### src/rtl/dcache_write_buffer.sv
// -----------------------------------------------------------------------------
// dcache_write_buffer
//
// Line-granular posted write buffer between the data cache memory port and
// slow memory. Dirty-line evictions are absorbed in one cycle into a small
// circular FIFO and drained to memory in the background. Line-fill reads are
// answered from the buffer when the line is present (youngest copy wins).
// Otherwise they are forwarded to memory ahead of any drains still queued.
// The cache-side handshake mirrors the memory handshake, so the cache can be
// attached without change.
//
// Ports
//   clk, proc_reset       clock, asynchronous active-high reset
//   c_read / c_write      cache line read / eviction request, held until c_ready
//   c_addr, c_wdata       request line address and eviction data
//   c_rdata, c_ready      read data and one-cycle completion pulse to the cache
//   mem_read / mem_write  memory requests, held until mem_ready
//   mem_addr, mem_wdata   memory line address and write data
//   mem_rdata, mem_ready  memory read data and completion pulse
//   wb_empty              nothing buffered and no drain in flight
// -----------------------------------------------------------------------------
module dcache_write_buffer #(
    parameter int DEPTH  = 4,
    parameter int ADDR_W = 28,
    parameter int LINE_W = 128
) (
    input  logic              clk,
    input  logic              proc_reset,
    input  logic              c_read,
    input  logic              c_write,
    input  logic [ADDR_W-1:0] c_addr,
    input  logic [LINE_W-1:0] c_wdata,
    output logic [LINE_W-1:0] c_rdata,
    output logic              c_ready,
    output logic              mem_read,
    output logic              mem_write,
    output logic [ADDR_W-1:0] mem_addr,
    output logic [LINE_W-1:0] mem_wdata,
    input  logic [LINE_W-1:0] mem_rdata,
    input  logic              mem_ready,
    output logic              wb_empty
);

    localparam int PTR_W = $clog2(DEPTH);
    localparam int CNT_W = $clog2(DEPTH + 1);

    typedef enum logic [1:0] {
        IDLE,
        DRAIN,
        RD,
        RESP
    } state_t;

    state_t state;

    // Entry storage. Only the valid bits are control state; address and data
    // are meaningful only under a set valid bit.
    logic [DEPTH-1:0]  ent_valid;
    logic [ADDR_W-1:0] ent_addr [DEPTH];
    logic [LINE_W-1:0] ent_data [DEPTH];

    logic [PTR_W-1:0]  head;
    logic [PTR_W-1:0]  tail;
    logic [CNT_W-1:0]  count;

    logic              full;
    logic              head_busy;
    logic              sample;
    logic              req_write;
    logic              req_read;

    logic              rd_hit;
    logic [PTR_W-1:0]  rd_idx;
    logic              wr_hit;
    logic [PTR_W-1:0]  wr_idx;

    logic              rd_miss;
    logic              push;
    logic              coal;
    logic              pop;
    logic [LINE_W-1:0] launch_data;

    assign full      = (count == CNT_W'(DEPTH));
    assign head_busy = (state == DRAIN);

    // While c_ready is high the cache is still releasing its previous request;
    // looking at the request lines then would accept it a second time. Reads
    // and writes are only taken while the memory port is idle or draining,
    // since during a read miss the cache is stalled on that read.
    assign sample    = !c_ready && ((state == IDLE) || (state == DRAIN));
    assign req_write = sample && c_write;
    assign req_read  = sample && c_read && !c_write;

    // Associative search, oldest to youngest, so the last match seen is the
    // youngest copy. Reads may hit the in-flight head; writes may not merge
    // into it because its data is already on the memory bus.
    always_comb begin
        rd_hit = 1'b0;
        rd_idx = '0;
        wr_hit = 1'b0;
        wr_idx = '0;
        for (int i = 0; i < DEPTH; i++) begin
            if (ent_valid[head + PTR_W'(i)] && (ent_addr[head + PTR_W'(i)] == c_addr)) begin
                rd_hit = 1'b1;
                rd_idx = head + PTR_W'(i);
                if (!(head_busy && (i == 0))) begin
                    wr_hit = 1'b1;
                    wr_idx = head + PTR_W'(i);
                end
            end
        end
    end

    assign rd_miss = req_read && !rd_hit;
    assign coal    = req_write && wr_hit;
    // A full buffer only frees space on the edge after the pop, so a stalled
    // write is never pushed on the same edge as the pop that makes room.
    assign push    = req_write && !wr_hit && !full;
    assign pop     = (state == DRAIN) && mem_ready;

    // A write may merge into the head on the very edge its drain launches
    // (the head is not yet in flight); forward the new data so it is not lost.
    assign launch_data = (coal && (wr_idx == head)) ? c_wdata : ent_data[head];

    assign wb_empty = (count == '0) && (state != DRAIN);

    // Control state, FSM and registered outputs.
    always_ff @(posedge clk or posedge proc_reset) begin
        if (proc_reset) begin
            state     <= IDLE;
            ent_valid <= '0;
            head      <= '0;
            tail      <= '0;
            count     <= '0;
            c_ready   <= 1'b0;
            c_rdata   <= '0;
            mem_read  <= 1'b0;
            mem_write <= 1'b0;
            mem_addr  <= '0;
            mem_wdata <= '0;
        end else begin
            c_ready <= 1'b0;

            if (push) begin
                ent_valid[tail] <= 1'b1;
                tail            <= tail + PTR_W'(1);
            end
            if (pop) begin
                ent_valid[head] <= 1'b0;
                head            <= head + PTR_W'(1);
            end
            case ({push, pop})
                2'b10:   count <= count + CNT_W'(1);
                2'b01:   count <= count - CNT_W'(1);
                default: count <= count;
            endcase

            if (push || coal) begin
                c_ready <= 1'b1;
            end

            if (req_read && rd_hit) begin
                c_rdata <= ent_data[rd_idx];
                c_ready <= 1'b1;
            end

            case (state)
                IDLE: begin
                    // A pending fill stalls the processor, so it goes first.
                    if (rd_miss) begin
                        state    <= RD;
                        mem_read <= 1'b1;
                        mem_addr <= c_addr;
                    end else if (count != '0) begin
                        state     <= DRAIN;
                        mem_write <= 1'b1;
                        mem_addr  <= ent_addr[head];
                        mem_wdata <= launch_data;
                    end
                end
                DRAIN: begin
                    // Never aborted; a read miss waits until this completes.
                    if (mem_ready) begin
                        mem_write <= 1'b0;
                        state     <= IDLE;
                    end
                end
                RD: begin
                    if (mem_ready) begin
                        mem_read <= 1'b0;
                        c_rdata  <= mem_rdata;
                        c_ready  <= 1'b1;
                        state    <= RESP;
                    end
                end
                RESP: begin
                    state <= IDLE;
                end
                default: begin
                    state <= IDLE;
                end
            endcase
        end
    end

    // Entry payload: written on push, or overwritten in place on coalesce.
    always_ff @(posedge clk) begin
        if (push) begin
            ent_addr[tail] <= c_addr;
            ent_data[tail] <= c_wdata;
        end else if (coal) begin
            ent_data[wr_idx] <= c_wdata;
        end
    end

endmodule

### config.mk
export PLATFORM = sky130hd
export DESIGN_NAME = dcache_write_buffer
export DESIGN_NICKNAME = d
export VERILOG_FILES = /design/src/rtl/dcache_write_buffer.sv
export SDC_FILE = /design/constraint.sdc
export NUM_CORES = 2
export LEC_CHECK = 0
export ABC_AREA = 1
export BUFFER_PORTS_ARGS = -buffer_cell sky130_fd_sc_hd__buf_2
export CORE_ASPECT_RATIO = 1.25
export CORE_MARGIN = 2
export CORE_UTILIZATION = 54
export CTS_CLUSTER_DIAMETER = 200
export DETAILED_ROUTE_END_ITERATION = 16
export GPL_ROUTABILITY_DRIVEN = 0
export GPL_TIMING_DRIVEN = 1
export PLACE_DENSITY_LB_ADDON = 0.1
export SETUP_SLACK_MARGIN = 0.3
export SLEW_MARGIN = 15
export SYNTH_ARGS = -nofsm -noshare
export SYNTH_HDL_FRONTEND = slang
export SYNTH_SLANG_ARGS = --single-unit
### constraint.sdc
create_clock -name clk -period 10.7 [get_ports clk]
set_input_delay 2.14 -clock clk [delete_from_list [all_inputs] [get_ports clk]]
set_output_delay 2.14 -clock clk [all_outputs]
set_load 0.1 [all_outputs]
==> results.cfg <==
[outcome]
outcome = finished with violations
violations = slew limit

[placed_design]
place_ws_ns = 3.27
dp_cells = 7371
postPlaceCellArea_um2 = 55000
place_hpwl_um = 94400
portBuffers = 576

[cts]
numCtsBuffers = 106
cts.path.max_buffers = 3
htreeDepth = 3
cts_tree = done
insertion_delay_ns = 0.68
cts_hold_buf = 0
ctsResizeCount = 0
cts_setup_buffers = 0
clockRootBuffer = clkbuf_16
clk_pin_slew_ns = 0.06
clock_sinks = 1053

[timing]
finalSetupTns_ns = 0
rsz0062_at_grt = false
finalHoldViolations = 0
clock_skew_ns = 0.0252
max_freq_ghz = 0.133
finalMaxSlewViolations = 132
slew_headroom = -0.123
worst_slew_pin_slew_ns = 1.68
setup_viol = 0
setup_slack_ns = 3.17
period_share = 0.703
fin_crit_ns = 7.53

[global_route]
grt_pass1_vias = 40900
grt_antenna_before_repair = 15
gr-usage-all-layers = 0.311
grt_max_degree = 254
grt_pass1_wl_um = 234000
globalRouteOverflowTotal = 0

[synthesis]
synth_cell_types = 33
synthCells = 5888
yosysWarnings = 0
synth_seq_cells = 1053
synth_nets = 6187
avgSynthCellArea_um2 = 8.77
yosysSeqAreaShare = 0.583
syn-cell-area_um2 = 51600

[critical_path]
worstPathRequired_ns = 11.26
reg2regPathDepth = 23
critical_path_class = flop to flop
slowest_stage = inv_2
cp_max_fo = 141
end_kind = flop
regToRegSetupSlack_ns = 3.17
cp-startpoint = head[0]$_DFFE_PP0P_
arrival_ns = 8.09
cpPeakStageDelay_ns = 0.88
reg2reg_to = c_rdata[49]$_DFF_PP0_
path_cells = inv_8 > ha_2 > buf_4 > inv_2 > nand3_1 > nand2_1 > nand2_1 > nand2_1 > nand2_1 > nor2_1 > nand2_1 > nor2_2 > nand2_1 > nand2_1 > nand2_1 > nand2_8 > buf_4 > buf_4 > nand3b_1 > nand3_1 > nand2_1 > nand2_1 > nand2_1
reg2reg_from = head[0]$_DFFE_PP0P_
crit_top_cell = nand2_1
crit_path_start_kind = flop

[layout]
area_growth_pct = 13.7
utilization = 0.621
drive_gt1_frac = 0.132
fin_cells = 7576
fin_nets = 6562
design_area_um2 = 58700
mostFrequentLayoutCell = nand2_1
final_cell_mix = nand2_1, edfxtp_1, nand3_1

[die]
coreArea_um2 = 94600
die_w_um = 281
io_pins = 577
rows = 126
die_h_um = 350
initial_core_util = 0.546
die-area_um2 = 98200

[routing]
ant_nets = 0
met2_length_um = 74300
drt-pass1-iter-count = 9
wirelength_um = 155000
avgViaCountPerCell = 5.64
dr_wl_met3_um = 12300
drt-met1-wl_um = 60900
wl_per_cell_um = 20.5
drt-initial-drc-count = 4259
dr_total_vias = 42700
top_layer_used = met5
route.detailed.drc = 0

[job]
drv_cap = 0

[min_path]
hold_path_class = flop to flop
hold_path_startpoint = mem_read$_DFFE_PP0P_
holdPathEnd = mem_read$_DFFE_PP0P_
whs_path_depth = 2

[power_and_ir_drop]
ir_drop_uv = 342
power_density_nw_per_um2 = 342
p_leak_nw = 26.1
-- worst max path at each step --
stage                                to  slack (ns)
2_1_floorplan  ent_data[0][0]$_DFFE_PP_        0.65
3_3_place_gp      c_rdata[22]$_DFF_PP0_        3.40
3_5_place_dp      c_rdata[94]$_DFF_PP0_        3.27
4_1_cts           c_rdata[94]$_DFF_PP0_        3.26
5_1_grt           c_rdata[49]$_DFF_PP0_        2.57
6_report          c_rdata[49]$_DFF_PP0_        3.17
-- critical path, delay by kind of cell, from the launching register on --
| kind | cells | cell delay [ns] |
|---|---|---|
| adders and majority gates | 1 | 0.42 |
| and+or+nand+nor | 17 | 2.51 |
| DFF | 1 | 0.76 |
| buffers and inverters | 5 | 3.56 |
-- report_power, final --
| part | switching (mW) | leakage, nW | total [mW] | internal [mW] |
|---|---|---|---|---|
| Sequential | 0.489 | 10.5 | 6.14 | 5.66 |
| Clock | 1.62 | 1.84 | 3.94 | 2.32 |
| Combinational | 8.08 | 13.7 | 10.0 | 1.94 |
-- area by class of cell --
class | count | area (um2)
fillers | 8102 | 35900
flip-flops and latches | 1053 | 30100
multi-input cells | 3879 | 17700
repair buffers | 626 | 3320
clock buffers | 141 | 3040
inverters | 597 | 2280
well taps | 1216 | 1520
clock inverters | 60 | 697
diodes | 4 | 10.0
-- through the flow --
stage / hold WS [ns] / total power [mW]
2_1_floorplan: 0.481 / 14.0
3_3_place_gp: 0.462 / 16.1
3_5_place_dp: 0.466 / 16.2
4_1_cts: 0.483 / 20.1
5_1_grt: 0.517 / 21.1
6_report: 0.478 / 20.1
-- Yosys cell counts (all sizes together) --
| cell type | count | area (um2) |
|---|---|---|
| a21oi | 392 | 1960 |
| a31oi | 28 | 175 |
| and2 | 1 | 6.26 |
| buf | 214 | 1140 |
| clkbuf | 145 | 544 |
| clkinv | 1 | 3.75 |
| dfrtp | 301 | 7530 |
| edfxtp | 752 | 22600 |
| fa | 1 | 20.0 |
| ha | 9 | 113 |
| inv | 596 | 2240 |
| nand2 | 2029 | 7620 |
| nand3 | 628 | 3160 |
| nand3b | 254 | 1910 |
| nand4 | 7 | 43.8 |
| nor2 | 102 | 398 |
| nor3 | 1 | 5.00 |
| nor4 | 1 | 6.26 |
| o211ai | 3 | 22.5 |
| o21a | 5 | 37.5 |
| o21ai | 407 | 2040 |
| o22ai | 1 | 6.26 |
| xnor2 | 2 | 17.5 |
| xor2 | 8 | 70.1 |
-- kinds of logic (layout without fill, tap and decap cells) --
logic type,after synthesis,count (layout),share of synthesized area
other,0,4,0
AO/OA/AOI/OAI,836,836,0.0821
flip-flops,1053,1053,0.583
AND/OR/NAND/NOR,3023,3023,0.255
XOR/XNOR,10,10,0.00170
buffers and inverters,956,1424,0.0761
adder cells (fa/ha/maj),10,10,0.00257
-- metal layers --
metal / GRT usage / vias to the layer above
li1: - / 20200
met1: 0.397 / 20200
met5: 0 / -
met4: 0.155 / 16
met3: 0.0550 / 409
met2: 0.511 / 1863
Power figures use the tool's default switching activity.
